<file path="src/rtl/multicycle_adder_flags.sv">
// multicycle_adder_flags: sliced ripple adder/subtractor with flags and valid/ready handshakes
module multicycle_adder_flags #(
    parameter int WIDTH = 16,
    parameter int SLICE = 4
) (
    input  logic             clk,
    input  logic             rst,
    input  logic             in_valid,
    output logic             in_ready,
    input  logic [WIDTH-1:0] a,
    input  logic [WIDTH-1:0] b,
    input  logic [1:0]       op,
    output logic             out_valid,
    input  logic             out_ready,
    output logic [WIDTH-1:0] z,
    output logic             carry,
    output logic             zero,
    output logic             sign,
    output logic             parity,
    output logic             overflow,
    output logic             busy
);
    localparam int NSLICE = WIDTH / SLICE;
    localparam int CW = NSLICE > 1 ? $clog2(NSLICE) : 1;
    typedef enum logic [1:0] {IDLE, BUSY, DONE} state_t;
    state_t           state_q, state_d;
    logic [WIDTH-1:0] a_q, a_d, b_q, b_d, z_q, z_d, z_new;
    logic             cin_q, cin_d, cry_q, cry_d, last;
    logic [CW-1:0]    cnt_q, cnt_d;
    logic [4:0]       flg_q, flg_d;
    logic [SLICE:0]   sum;
    int               idx;
    always_comb begin
        state_d = state_q;
        a_d     = a_q;
        b_d     = b_q;
        z_d     = z_q;
        cin_d   = cin_q;
        cry_d   = cry_q;
        cnt_d   = cnt_q;
        flg_d   = flg_q;
        idx     = int'(cnt_q) * SLICE;
        sum     = {1'b0, a_q[idx +: SLICE]} + {1'b0, b_q[idx +: SLICE]} + {{SLICE{1'b0}}, cin_q};
        z_new   = z_q;
        z_new[idx +: SLICE] = sum[SLICE-1:0];
        last    = cnt_q == CW'(NSLICE - 1);
        if (state_q == IDLE && in_valid) begin
            a_d     = a;
            b_d     = op[0] ? ~b : b;
            cin_d   = op[1] ? cry_q : op[0];
            cnt_d   = '0;
            state_d = BUSY;
        end else if (state_q == BUSY) begin
            // cin_q doubles as the inter-slice running carry
            z_d   = z_new;
            cin_d = sum[SLICE];
            cnt_d = last ? '0 : cnt_q + CW'(1);
            if (last) begin
                state_d = DONE;
                cry_d   = sum[SLICE];
                flg_d   = {sum[SLICE], ~|z_new, z_new[WIDTH-1], ~^z_new,
                           (a_q[WIDTH-1] == b_q[WIDTH-1]) && (z_new[WIDTH-1] != a_q[WIDTH-1])};
            end
        end else if (state_q == DONE && out_ready) begin
            state_d = IDLE;
        end
    end
    always_ff @(posedge clk) begin
        if (rst) begin
            state_q <= IDLE;
            a_q     <= '0;
            b_q     <= '0;
            z_q     <= '0;
            cin_q   <= 1'b0;
            cry_q   <= 1'b0;
            cnt_q   <= '0;
            flg_q   <= '0;
        end else begin
            state_q <= state_d;
            a_q     <= a_d;
            b_q     <= b_d;
            z_q     <= z_d;
            cin_q   <= cin_d;
            cry_q   <= cry_d;
            cnt_q   <= cnt_d;
            flg_q   <= flg_d;
        end
    end
    assign in_ready  = state_q == IDLE && !rst;
    assign out_valid = state_q == DONE;
    assign busy      = state_q != IDLE;
    assign z         = z_q;
    assign {carry, zero, sign, parity, overflow} = flg_q;
endmodule
</file>
<file path="config.mk">
export PLATFORM = sky130hd
export DESIGN_NAME = multicycle_adder_flags
export DESIGN_NICKNAME = d
export VERILOG_FILES = /design/src/rtl/multicycle_adder_flags.sv
export SDC_FILE = /design/constraint.sdc
export NUM_CORES = 1
export LEC_CHECK = 0
export CAP_MARGIN = 15
export CORE_MARGIN = 8
export CORE_UTILIZATION = 55
export DETAILED_ROUTE_END_ITERATION = 12
export PLACE_DENSITY = 0.89
export SETUP_SLACK_MARGIN = 0.1
export SLEW_MARGIN = 0
export SYNTH_ARGS = -nofsm -noshare
export SYNTH_HDL_FRONTEND = slang
export SYNTH_SLANG_ARGS = --single-unit
</file>
<file path="constraint.sdc">
create_clock -name clk -period 9.7 [get_ports clk]
set_input_delay 2.91 -clock clk [delete_from_list [all_inputs] [get_ports clk]]
set_output_delay 2.91 -clock clk [all_outputs]
set_load 0.01 [all_outputs]
</file>
# [Word level (Yosys, flattened, before mapping)]
# Index checks and enable logic that the tools add are counted.
[word_totals] regBits=59 latch_bits=0 ram_bits=0 rom_bits=0 inputBits=38 out_inout_bits=24 wordCells=54 memories=0
[op_classes] addsub=4 mul=0 div_mod_pow=0 order_cmp=0 n_eq_ne=7 n_shift=4 n_mux=10 bitwise_logic=2 reduce_logical=18
[op_table] operator="negator 4 -> 33 bit" n=1
[op_table] operator="variable shift 4 x 33 -> 16 bit, first input constant" n=1
[op_table] operator="variable part select 4 x 33 -> 16 bit" n=1
[op_table] operator="variable part select 16 x 5 -> 4 bit" n=2
[op_table] operator="bitwise mux 16 bit" n=1
[op_table] operator="2-to-1 mux 16 bit" n=1
[op_table] operator="NOT 16 bit" n=1
[op_table] operator="OR reduction 16 bit" n=1
[op_table] operator="XNOR reduction 16 bit" n=1
[op_table] operator="2-to-1 mux 2 bit" n=4
[op_table] operator="AND reduction 2 bit" n=3
[op_table] operator="nonzero test 2 bit" n=3
[op_table] operator="adder 4 x 4 -> 5 bit" n=1
[op_table] operator="adder 5 x 1 -> 5 bit" n=1
[op_table] operator="== test 2 bit, second input constant" n=2
[op_table] operator="logical AND 1 bit" n=4
[op_table] operator="2-to-1 mux 1 bit" n=4
[op_table] operator="!= test 3 bit, second input constant" n=1
[op_table] operator="AND reduction 3 bit" n=1
[op_table] operator="nonzero test 3 bit" n=1
[op_table] operator="adder 2 x 1 -> 2 bit, second input constant" n=1
[op_table] operator="== test 2 x 1 -> 1 bit, second input constant" n=1
[op_table] operator="logical NOT 1 bit" n=2
[op_table] operator="logical NOT 2 bit" n=1
[op_table] operator="other kinds (5)" n=5

# [Depth between registers and ports, before layout]
# Gate-level depths: netlist (run 1).
[depth] depth_word=7 mapped_depth=13 mapped_depth_nobuf=12

# [Worst setup path before layout (run 1)]
# OpenSTA, ideal clock, no wires.
[synth_timing] path_type="input to output" startpoint="input rst" endpoint="output in_ready" arrival_time_ns=3.453 t_required_ns=6.790 setup_slack_ns=3.337 cell_stages=3 n_path_buf=2 cell_sequence="clkbuf_1 > clkbuf_1 > nor2_1"
[synth_via] elab_chain_cells=2
[synth_rtl] element="start: declaration" line="7" rtl="input logic rst,"
[synth_rtl] element="logical NOT 1 bit" line="89" rtl="assign in_ready = state_q == IDLE && !rst;"
[synth_rtl] element="logical AND 1 bit" line="89"
[synth_rtl] element="end: declaration" line="9" rtl="output logic in_ready,"
# Every way passes these cells.

# [Worst setup path in the final report (run 1)]
# Ends and elaborated chain as after synthesis.

==> results.json, run 1 <==
{
  "grt-ovfl-total": 0,
  "rows": 27,
  "cap_viol_max_count": 0,
  "postSynthCellCount": 333,
  "cp_max_fo": 59,
  "synth_cell_types": 35,
  "drt-initial-drc-count": 198,
  "clk_pin_slew_worst_paths_ns": 0.06,
  "synth-seq-cells": 58,
  "fin_util": 0.726,
  "antenna_found_initial": 0,
  "busiest_layer": "met2",
  "holdBufCountCts": 0,
  "rsz0062_at_grt": "no",
  "diodes": 0,
  "max_slew_margin": 0.344,
  "p_leak_nw": 1.41,
  "core_area_sq_um": 5370,
  "dr_total_vias": 2549,
  "cts_sinks": 58,
  "seqPwrFrac": 0.373,
  "most-common-layout-cells": "clkdlybuf4s50_1, dfxtp_1, nor2_1",
  "num_io_pins": 62,
  "whs_endpoint": "a_q[2]",
  "p_sw_frac": 0.250,
  "min_period_ns": 7.03,
  "worstHoldPathCells": 2,
  "cts_tree": "yes",
  "fin_area_sq_um": 3900,
  "grt_pass1_wl_mm": 11.7,
  "h-tree-depth": 3,
  "gp_congestion": 0.811,
  "irDropWorstVdd_mv": 0.115,
  "globalRouteMet2Util": 0.285,
  "hold_path_class": "reg -> reg",
  "finalHoldViolCount": 0,
  "cp-end-kind": "output pin",
  "final_common_cell": "clkdlybuf4s50_1",
  "dieArea_sq_um": 8070,
  "syn2layout_area_growth_pct": 30.0,
  "place_hpwl_mm": 4.81,
  "syn-num-nets": 389,
  "wl_per_cell_microns": 15.0,
  "port_buffers": 61,
  "fin_crit_sh": 0.725,
  "final_cells": 462,
  "worst_pin_slew_ns": 0.970,
  "grt_pass1_vias": 2548,
  "cp_data_arrival_time_ns": 4.12,
  "cts_buffers": 9,
  "post_cts_buffers": 0,
  "firstDrtPassIters": 4,
  "grt_usage": 0.176,
  "drv_slew": 0,
  "rrSetupSlack_ns": 5.24,
  "via_per_inst": 5.52,
  "initial_utilization": 0.559,
  "p_per_area_nw_per_um2": 182,
  "r2r-end": "flg_q[1]",
  "drc": 0,
  "routed_wl_mm": 6.92,
  "syn_area_sq_um": 3000,
  "fin_total_pwr_mw": 0.711,
  "clock-root-buffer": "clkbuf_8",
  "ys_warn_count": 0,
  "place_area_sq_um": 3630,
  "grtUsageMet1": 0.195,
  "cts_resized": 0,
  "clockPowerShare": 0.417,
  "grt_max_degree": 60,
  "drtAntennaViolNets": 0,
  "outcome": "finished clean",
  "cp.required_ns": 6.79,
  "max_freq_mhz": 142,
  "pwr-share-comb": 0.210,
  "avgSynthCellArea_sq_um": 9.01,
  "crit_path_start_kind": "input port",
  "die_y_microns": 89.9,
  "p_switching_mw": 0.178,
  "path_class": "in -> out",
  "die_x_microns": 89.9,
  "reg2regPathDepth": 12,
  "setup_tns_ns": 0,
  "drive_gt1_frac": 0.0821,
  "intPower_mw": 0.534,
  "hold_start": "a_q[2]",
  "setup_viol": 0,
  "crit-reg2reg-launch": "cnt_q[0]",
  "synth-seq-area-share": 0.387,
  "clkLatencyLatePin_ns": 0.34,
  "use_met3": 0.0740,
  "clockBufferDepth": 2,
  "skew_ns": 0.00886,
  "numPlacedInstances": 446,
  "final_nets": 441
}
## worst max-delay path: stages
cell and delay, ns:
buf_2 0.07, buf_4 0.49, nor2_1 0.12, clkdlybuf4s50_1 0.51
## kinds of logic after synthesis
family                     after synthesis  share of synthesized area
DFF                                     58                      0.387
AOI/OAI and AO/OA                       80                      0.190
xor gates and xnor gates                25                     0.0776
muxes                                    9                     0.0634
adders and majority gates               18                     0.0801
buffers and inverters                   36                     0.0455
and+or+nand+nor                        107                      0.157
## stage by stage
| step | hold slack (ns) | setup slack (ns) |
|---|---|---|
| after detailed placement | 0.451 | 2.72 |
| after global placement | 0.439 | 2.71 |
| final | 0.459 | 2.67 |
| after CTS | 0.461 | 2.67 |
| after global routing | 0.477 | 2.59 |
| after floorplan | 0.433 | 3.34 |
## state kept, by name, summed over array words and instances, names as in the netlist
register,count
state_q,2
cry_q,1
a_q,16
b_q,16
cnt_q,2
flg_q,4
cin_q,1
z,16
## how the worst max path moves through the flow
stage / from / endpoint / slack [ns] / cells after the start
2_1_floorplan: rst / in_ready / 3.34 / 3
3_3_place_gp: rst / in_ready / 2.71 / 4
3_5_place_dp: rst / in_ready / 2.72 / 4
4_1_cts: rst / in_ready / 2.67 / 4
5_1_grt: rst / in_ready / 2.59 / 4
6_report: rst / in_ready / 2.67 / 4
## cell type report
cell class                 instances  area [sq um]
sequential                        58          1160
clock buffer                      11           141
timing repair buffer              64           628
tap                               72          90.1
inverter                          13          48.8
clock inverter                     5           125
fill                             389          1470
multi-input combinational        239          1710
## routing by layer
layer	part of all wire	up-vias
met3	0.064	15
li1	-	1284
met2	0.49	72
met4	0.025	0
met1	0.42	1178
met5	0	-
## cells in the mapped netlist (all sizes together)
library cell	n	area, sq um
nand2b	2	12.5
a21o	2	15.0
xnor2	23	201
xor2	1	8.76
a311oi	2	23.8
mux2i	1	10.0
nand4	2	12.5
ha	16	200
a22oi	11	82.6
or3	1	6.26
a2111oi	1	27.5
xnor3	1	22.5
inv	13	48.8
o21ai	2	10.0
nand4bb	1	11.3
mux4	8	180
dfxtp	58	1160
and2	2	12.5
a21oi	25	125
nor2b	7	43.8
a31oi	1	6.26
fa	2	40.0
nand2	37	139
a211oi	33	253
nor4b	2	17.5
buf	2	8.75
nor2	46	173
nand3	2	10.0
nor3	4	20.0
a32oi	3	26.3
clkbuf	21	78.8
and4bb	1	12.5
## power groups by stage
stage	logic, mW	registers (mW)	clock network [mW]
3_3_place_gp	0.144	0.270	0
5_1_grt	0.164	0.267	0.314
4_1_cts	0.150	0.265	0.302
6_report	0.149	0.265	0.297
2_1_floorplan	0.102	0.269	0
3_5_place_dp	0.147	0.270	0
(Power assumes the default switching activity.)
==> run 2, diff against run 1 <==
- CORE_UTILIZATION: 55 -> 51
- PLACE_DENSITY: 0.89 -> 0.84
- clock period: 9.7 -> 6.5 ns (I/O delays scaled with it)
==> run 2 against run 1 <==
Against the previous run: sequential power is 49% higher; register-to-register slack lost 3.1 ns; critical path depth shrank 1.
==> results.json, run 2 (synthesis results as in run 1) <==
{
  "outcome": "finished clean",
  "globalRouteMet2Util": 0.276,
  "use_met3": 0.0518,
  "grt_usage": 0.174,
  "num_io_pins": 62,
  "busiest_layer": "met2",
  "rsz0062_at_grt": "no",
  "setup_tns_ns": 0,
  "crit_path_top_delay_cell": "clkdlybuf4s50_1",
  "grt_pass1_wl_mm": 12.0,
  "clk_pin_slew_worst_paths_ns": 0.07,
  "dr_total_vias": 2536,
  "die_x_microns": 92.7,
  "final_cells": 465,
  "p_per_area_nw_per_um2": 253,
  "cts_sinks": 58,
  "min_period_ns": 4.67,
  "wl_per_cell_microns": 14.9,
  "cts_resized": 0,
  "cts_tree": "yes",
  "crit_start": "rst",
  "grt_pass1_vias": 2614,
  "cap_viol_max_count": 0,
  "finalHoldViolCount": 0,
  "worst_pin_slew_ns": 0.845,
  "p_leak_nw": 1.38,
  "fin_crit_sh": 0.718,
  "cp-end-kind": "output pin",
  "max_freq_mhz": 214,
  "preCtsSetupSlack_ns": 1.82,
  "post_cts_buffers": 0,
  "fillers": 483,
  "rrSetupSlack_ns": 2.15,
  "numPlacedInstances": 449,
  "hold_start": "a_q[3]",
  "h-tree-depth": 3,
  "diodes": 0,
  "die_y_microns": 92.7,
  "holdBufCountCts": 0,
  "final_nets": 441,
  "routed_wl_mm": 6.94,
  "rows": 28,
  "hold_path_class": "reg -> reg",
  "firstDrtPassIters": 4,
  "skew_ns": 0.00674,
  "grt_max_degree": 59,
  "place_hpwl_mm": 4.96,
  "slowest_delay_ns": 0.54,
  "via_per_inst": 5.45,
  "drtAntennaViolNets": 0,
  "drc": 0,
  "irDropWorstVdd_mv": 0.166,
  "grtUsageMet1": 0.203,
  "gp_congestion": 0.823,
  "setup_viol": 0,
  "clockBufferDepth": 2,
  "layout_setup_ws_ns": 1.83,
  "most-common-layout-cells": "clkdlybuf4s50_1, dfxtp_1, nor2_1",
  "initial_utilization": 0.516,
  "cp.required_ns": 4.55,
  "path_class": "in -> out",
  "drv_slew": 0,
  "antenna_found_initial": 0,
  "clock-root-buffer": "clkbuf_8",
  "drt-initial-drc-count": 124,
  "clkLatencyLatePin_ns": 0.34,
  "drive_gt1_frac": 0.0795,
  "crit_path_start_kind": "input port",
  "path_buf_inv": 2,
  "port_buffers": 61,
  "cp_max_fo": 2,
  "grt-ovfl-total": 0,
  "crit_chain": "buf_2, nor2_1, clkdlybuf4s50_1",
  "cp_data_arrival_time_ns": 2.72,
  "cts_buffers": 9,
  "core_area_sq_um": 5820,
  "dieArea_sq_um": 8590,
  "final_common_cell": "clkdlybuf4s50_1",
  "syn2layout_area_growth_pct": 28.4,
  "max_slew_margin": 0.435,
  "critPathTopFamily": "buffers and inverters",
  "crit-reg2reg-launch": "cnt_q[0]"
}
-- run 2: changes by cell type in the layout (fill, tap and decap cells not counted), sizes merged --
cell | before | now
clkinv | 1 | 0
bufinv | 4 | 1
clkbuf | 11 | 15
-- run 2: per-layer routing --
metal,routed length (microns),vias up
li1,-,1275
met1,3060,1179
met2,3320,65
met3,348,17
met4,210,0
met5,0,-
-- run 2: layout make-up --
cell class	instances	area (sq um)	area share
sequential	58	1160	0.301
clock inverter	1	30.0	0.00779
inverter	13	48.8	0.0127
tap	75	93.8	0.0244
timing repair buffer	64	628	0.163
multi-input combinational	239	1710	0.443
clock buffer	15	186	0.0484
-- run 2: worst paths after layout --
path | endpoint | cells after the start
max | in_ready | 3
min | a_q[3] | 2
max reg2reg | flg_q[1] | 12
min reg2reg | a_q[3] | 2
-- run 2: where the power goes --
group          leakage (nW)  internal, mW  switching, mW
sequential            0.477         0.379         0.0173
clock                 0.110         0.219          0.140
combinational         0.797         0.114          0.107
total                  1.38         0.712          0.264
-- run 2: worst min-delay path: stages (launching register included) --
cell and delay (ns):
dfxtp_1 0.31, nand2_1 0.05, a21oi_1 0.05
-- run 2: metrics by stage --
step / total power [mW] / cell area, sq um / hold slack (ns) / util
2_1_floorplan: 0.553 / 3000 / 0.433 / -
3_3_place_gp: 0.616 / 3640 / 0.441 / 0.625
3_5_place_dp: 0.623 / 3640 / 0.447 / 0.625
4_1_cts: 0.982 / 3850 / 0.456 / 0.663
5_1_grt: 1.03 / 3850 / 0.478 / 0.663
6_report: 0.976 / 3850 / 0.455 / 0.663
==> run 3, diff against run 2 <==
- CORE_UTILIZATION: 51 -> 46
- PLACE_DENSITY: 0.84 -> 0.8
- clock period: 6.5 -> 3.95 ns (I/O delays scaled with it)
==> run 3 against run 2 <==
Against the previous run: routed wire length increased by 3.1%; clock skew increased by 0.0023 ns; flip-flop and latch count unchanged; non-clock buffer count increased by 7; cell area increased by 1.1%; first-iteration DRC count increased by 12%; via count increased by 2.6%.
==> results.json, run 3 (synthesis results as in run 1) <==
{
  "routed_wl_mm": 7.15,
  "reg2regPathDepth": 13,
  "rows": 29,
  "cts_buffers": 9,
  "slowest_delay_ns": 0.44,
  "cap_viol_max_count": 0,
  "final_common_cell": "clkdlybuf4s50_1",
  "die_x_microns": 96.8,
  "dieArea_sq_um": 9360,
  "hold_slack_ns": 0.461,
  "firstDrtPassIters": 5,
  "path_class": "reg -> reg",
  "clockBufferDepth": 2,
  "grt_max_degree": 59,
  "cp-end-kind": "flop",
  "place_hpwl_mm": 5.32,
  "cp_data_arrival_time_ns": 3.90,
  "drive_gt1_frac": 0.104,
  "crit_chain": "buf_4, mux4_2, fa_1, a21o_1, a21o_1, xnor2_2, a22oi_1, ha_1, xnor2_1, xnor2_1, xnor3_1, xnor2_1, a211oi_1",
  "most-common-layout-cells": "clkdlybuf4s50_1, dfxtp_1, nor2_1",
  "via_per_inst": 5.51,
  "min_period_ns": 3.65,
  "crit-reg2reg-launch": "cnt_q[0]",
  "worst_pin_slew_ns": 0.845,
  "cts_tree": "yes",
  "holdBufCountCts": 0,
  "r2r-end": "flg_q[1]",
  "crit_path_top_delay_cell": "fa_1",
  "wl_per_cell_microns": 15.1,
  "num_io_pins": 62,
  "post_cts_buffers": 0,
  "initial_utilization": 0.475,
  "cp_max_fo": 9,
  "port_buffers": 61,
  "grt_pass1_vias": 2560,
  "fillers": 566,
  "grt-ovfl-total": 0,
  "final_nets": 448,
  "setup_viol": 0,
  "crit_top_cell": "xnor2_1",
  "clkLatencyLatePin_ns": 0.34,
  "outcome": "finished clean",
  "drv_slew": 0,
  "hold_path_class": "reg -> reg",
  "grt_pass1_wl_mm": 12.3,
  "drt-initial-drc-count": 139,
  "rsz0062_at_grt": "no",
  "gp_congestion": 0.909,
  "fin_crit_sh": 0.924,
  "p_leak_nw": 1.42,
  "rrSetupSlack_ns": 0.30,
  "max_slew_margin": 0.435,
  "irDropWorstVdd_mv": 0.282,
  "drc": 0,
  "cp-endpoint": "flg_q[1]",
  "clock-root-buffer": "clkbuf_8",
  "diodes": 0,
  "finalHoldViolCount": 0,
  "crit_start": "cnt_q[0]",
  "clk_pin_slew_worst_paths_ns": 0.07,
  "cts_sinks": 58,
  "h-tree-depth": 3,
  "cp.required_ns": 4.20,
  "skew_ns": 0.00903,
  "grt_usage": 0.155,
  "antenna_found_initial": 0,
  "setup_tns_ns": 0,
  "crit_path_start_kind": "flop",
  "max_freq_mhz": 274,
  "hold_start": "a_q[10]",
  "die_y_microns": 96.8,
  "p_per_area_nw_per_um2": 402,
  "syn2layout_area_growth_pct": 29.9,
  "dr_total_vias": 2601,
  "drtAntennaViolNets": 0,
  "core_area_sq_um": 6310
}
==> run 3: cell count changes in the layout (fill, tap and decap cells not counted), sizes merged <==
cell,change
buf,+7
clkbuf,-4
clkinv,+2
==> run 3: worst min-delay path by stage <==
stage,end,slack [ns],depth (start not counted)
after floorplan,a_q[4],0.43,2
after global placement,a_q[3],0.44,2
after detailed placement,a_q[5],0.45,2
after CTS,a_q[5],0.46,2
after global routing,a_q[7],0.48,2
final,a_q[10],0.46,2
==> run 3: cell type report <==
class / count / area (sq um) / area share
Multi-Input combinational cell: 239 / 1710 / 0.440
Sequential cell: 58 / 1170 / 0.299
Timing Repair Buffer: 71 / 681 / 0.175
Clock buffer: 11 / 151 / 0.0389
Tap cell: 77 / 96.3 / 0.0247
Inverter: 13 / 48.8 / 0.0125
Clock inverter: 3 / 40.0 / 0.0103
==> run 3: through the flow <==
step / util / setup WS, ns / cell area (sq um) / std cells / total power [mW]
floorplan: - / 0.138 / 3000 / 333 / 0.910
global placement: 0.585 / 0.224 / 3690 / 458 / 1.02
detailed placement: 0.585 / 0.0674 / 3690 / 458 / 1.03
CTS: 0.615 / 0.195 / 3880 / 472 / 1.57
global route: 0.617 / 0.106 / 3900 / 472 / 1.64
finish: 0.617 / 0.301 / 3900 / 472 / 1.57
==> run 3: power by group <==
group          switching [mW]  total, mW  internal [mW]  leakage [nW]
sequential             0.0263      0.650          0.624         0.478
clock                   0.228      0.544          0.316         0.101
combinational           0.180      0.373          0.193         0.841
==> run 3: routing by layer <==
layer  share of wire  vias up  global-route usage
met3           0.070        9              0.0541
li1                -     1286                   -
met4           0.014        0              0.0639
met2            0.49       94               0.244
met1            0.43     1212               0.187
met5               0        -                   0
==> run 3: critical path, delay by kind of cell (launching register included) <==
kind / cells / cell delay, ns
fa+ha+maj: 2 / 0.73
buf+inv: 1 / 0.18
xor+xnor: 5 / 1.09
compound gates: 4 / 0.80
flops: 1 / 0.42
mux: 1 / 0.33
==> run 3: repair_timing <==
action,CTS,global route
gates cloned,0,0
resized for setup,1,3
endpoints found under the setup margin,1,1
hold endpoints to repair,0,0
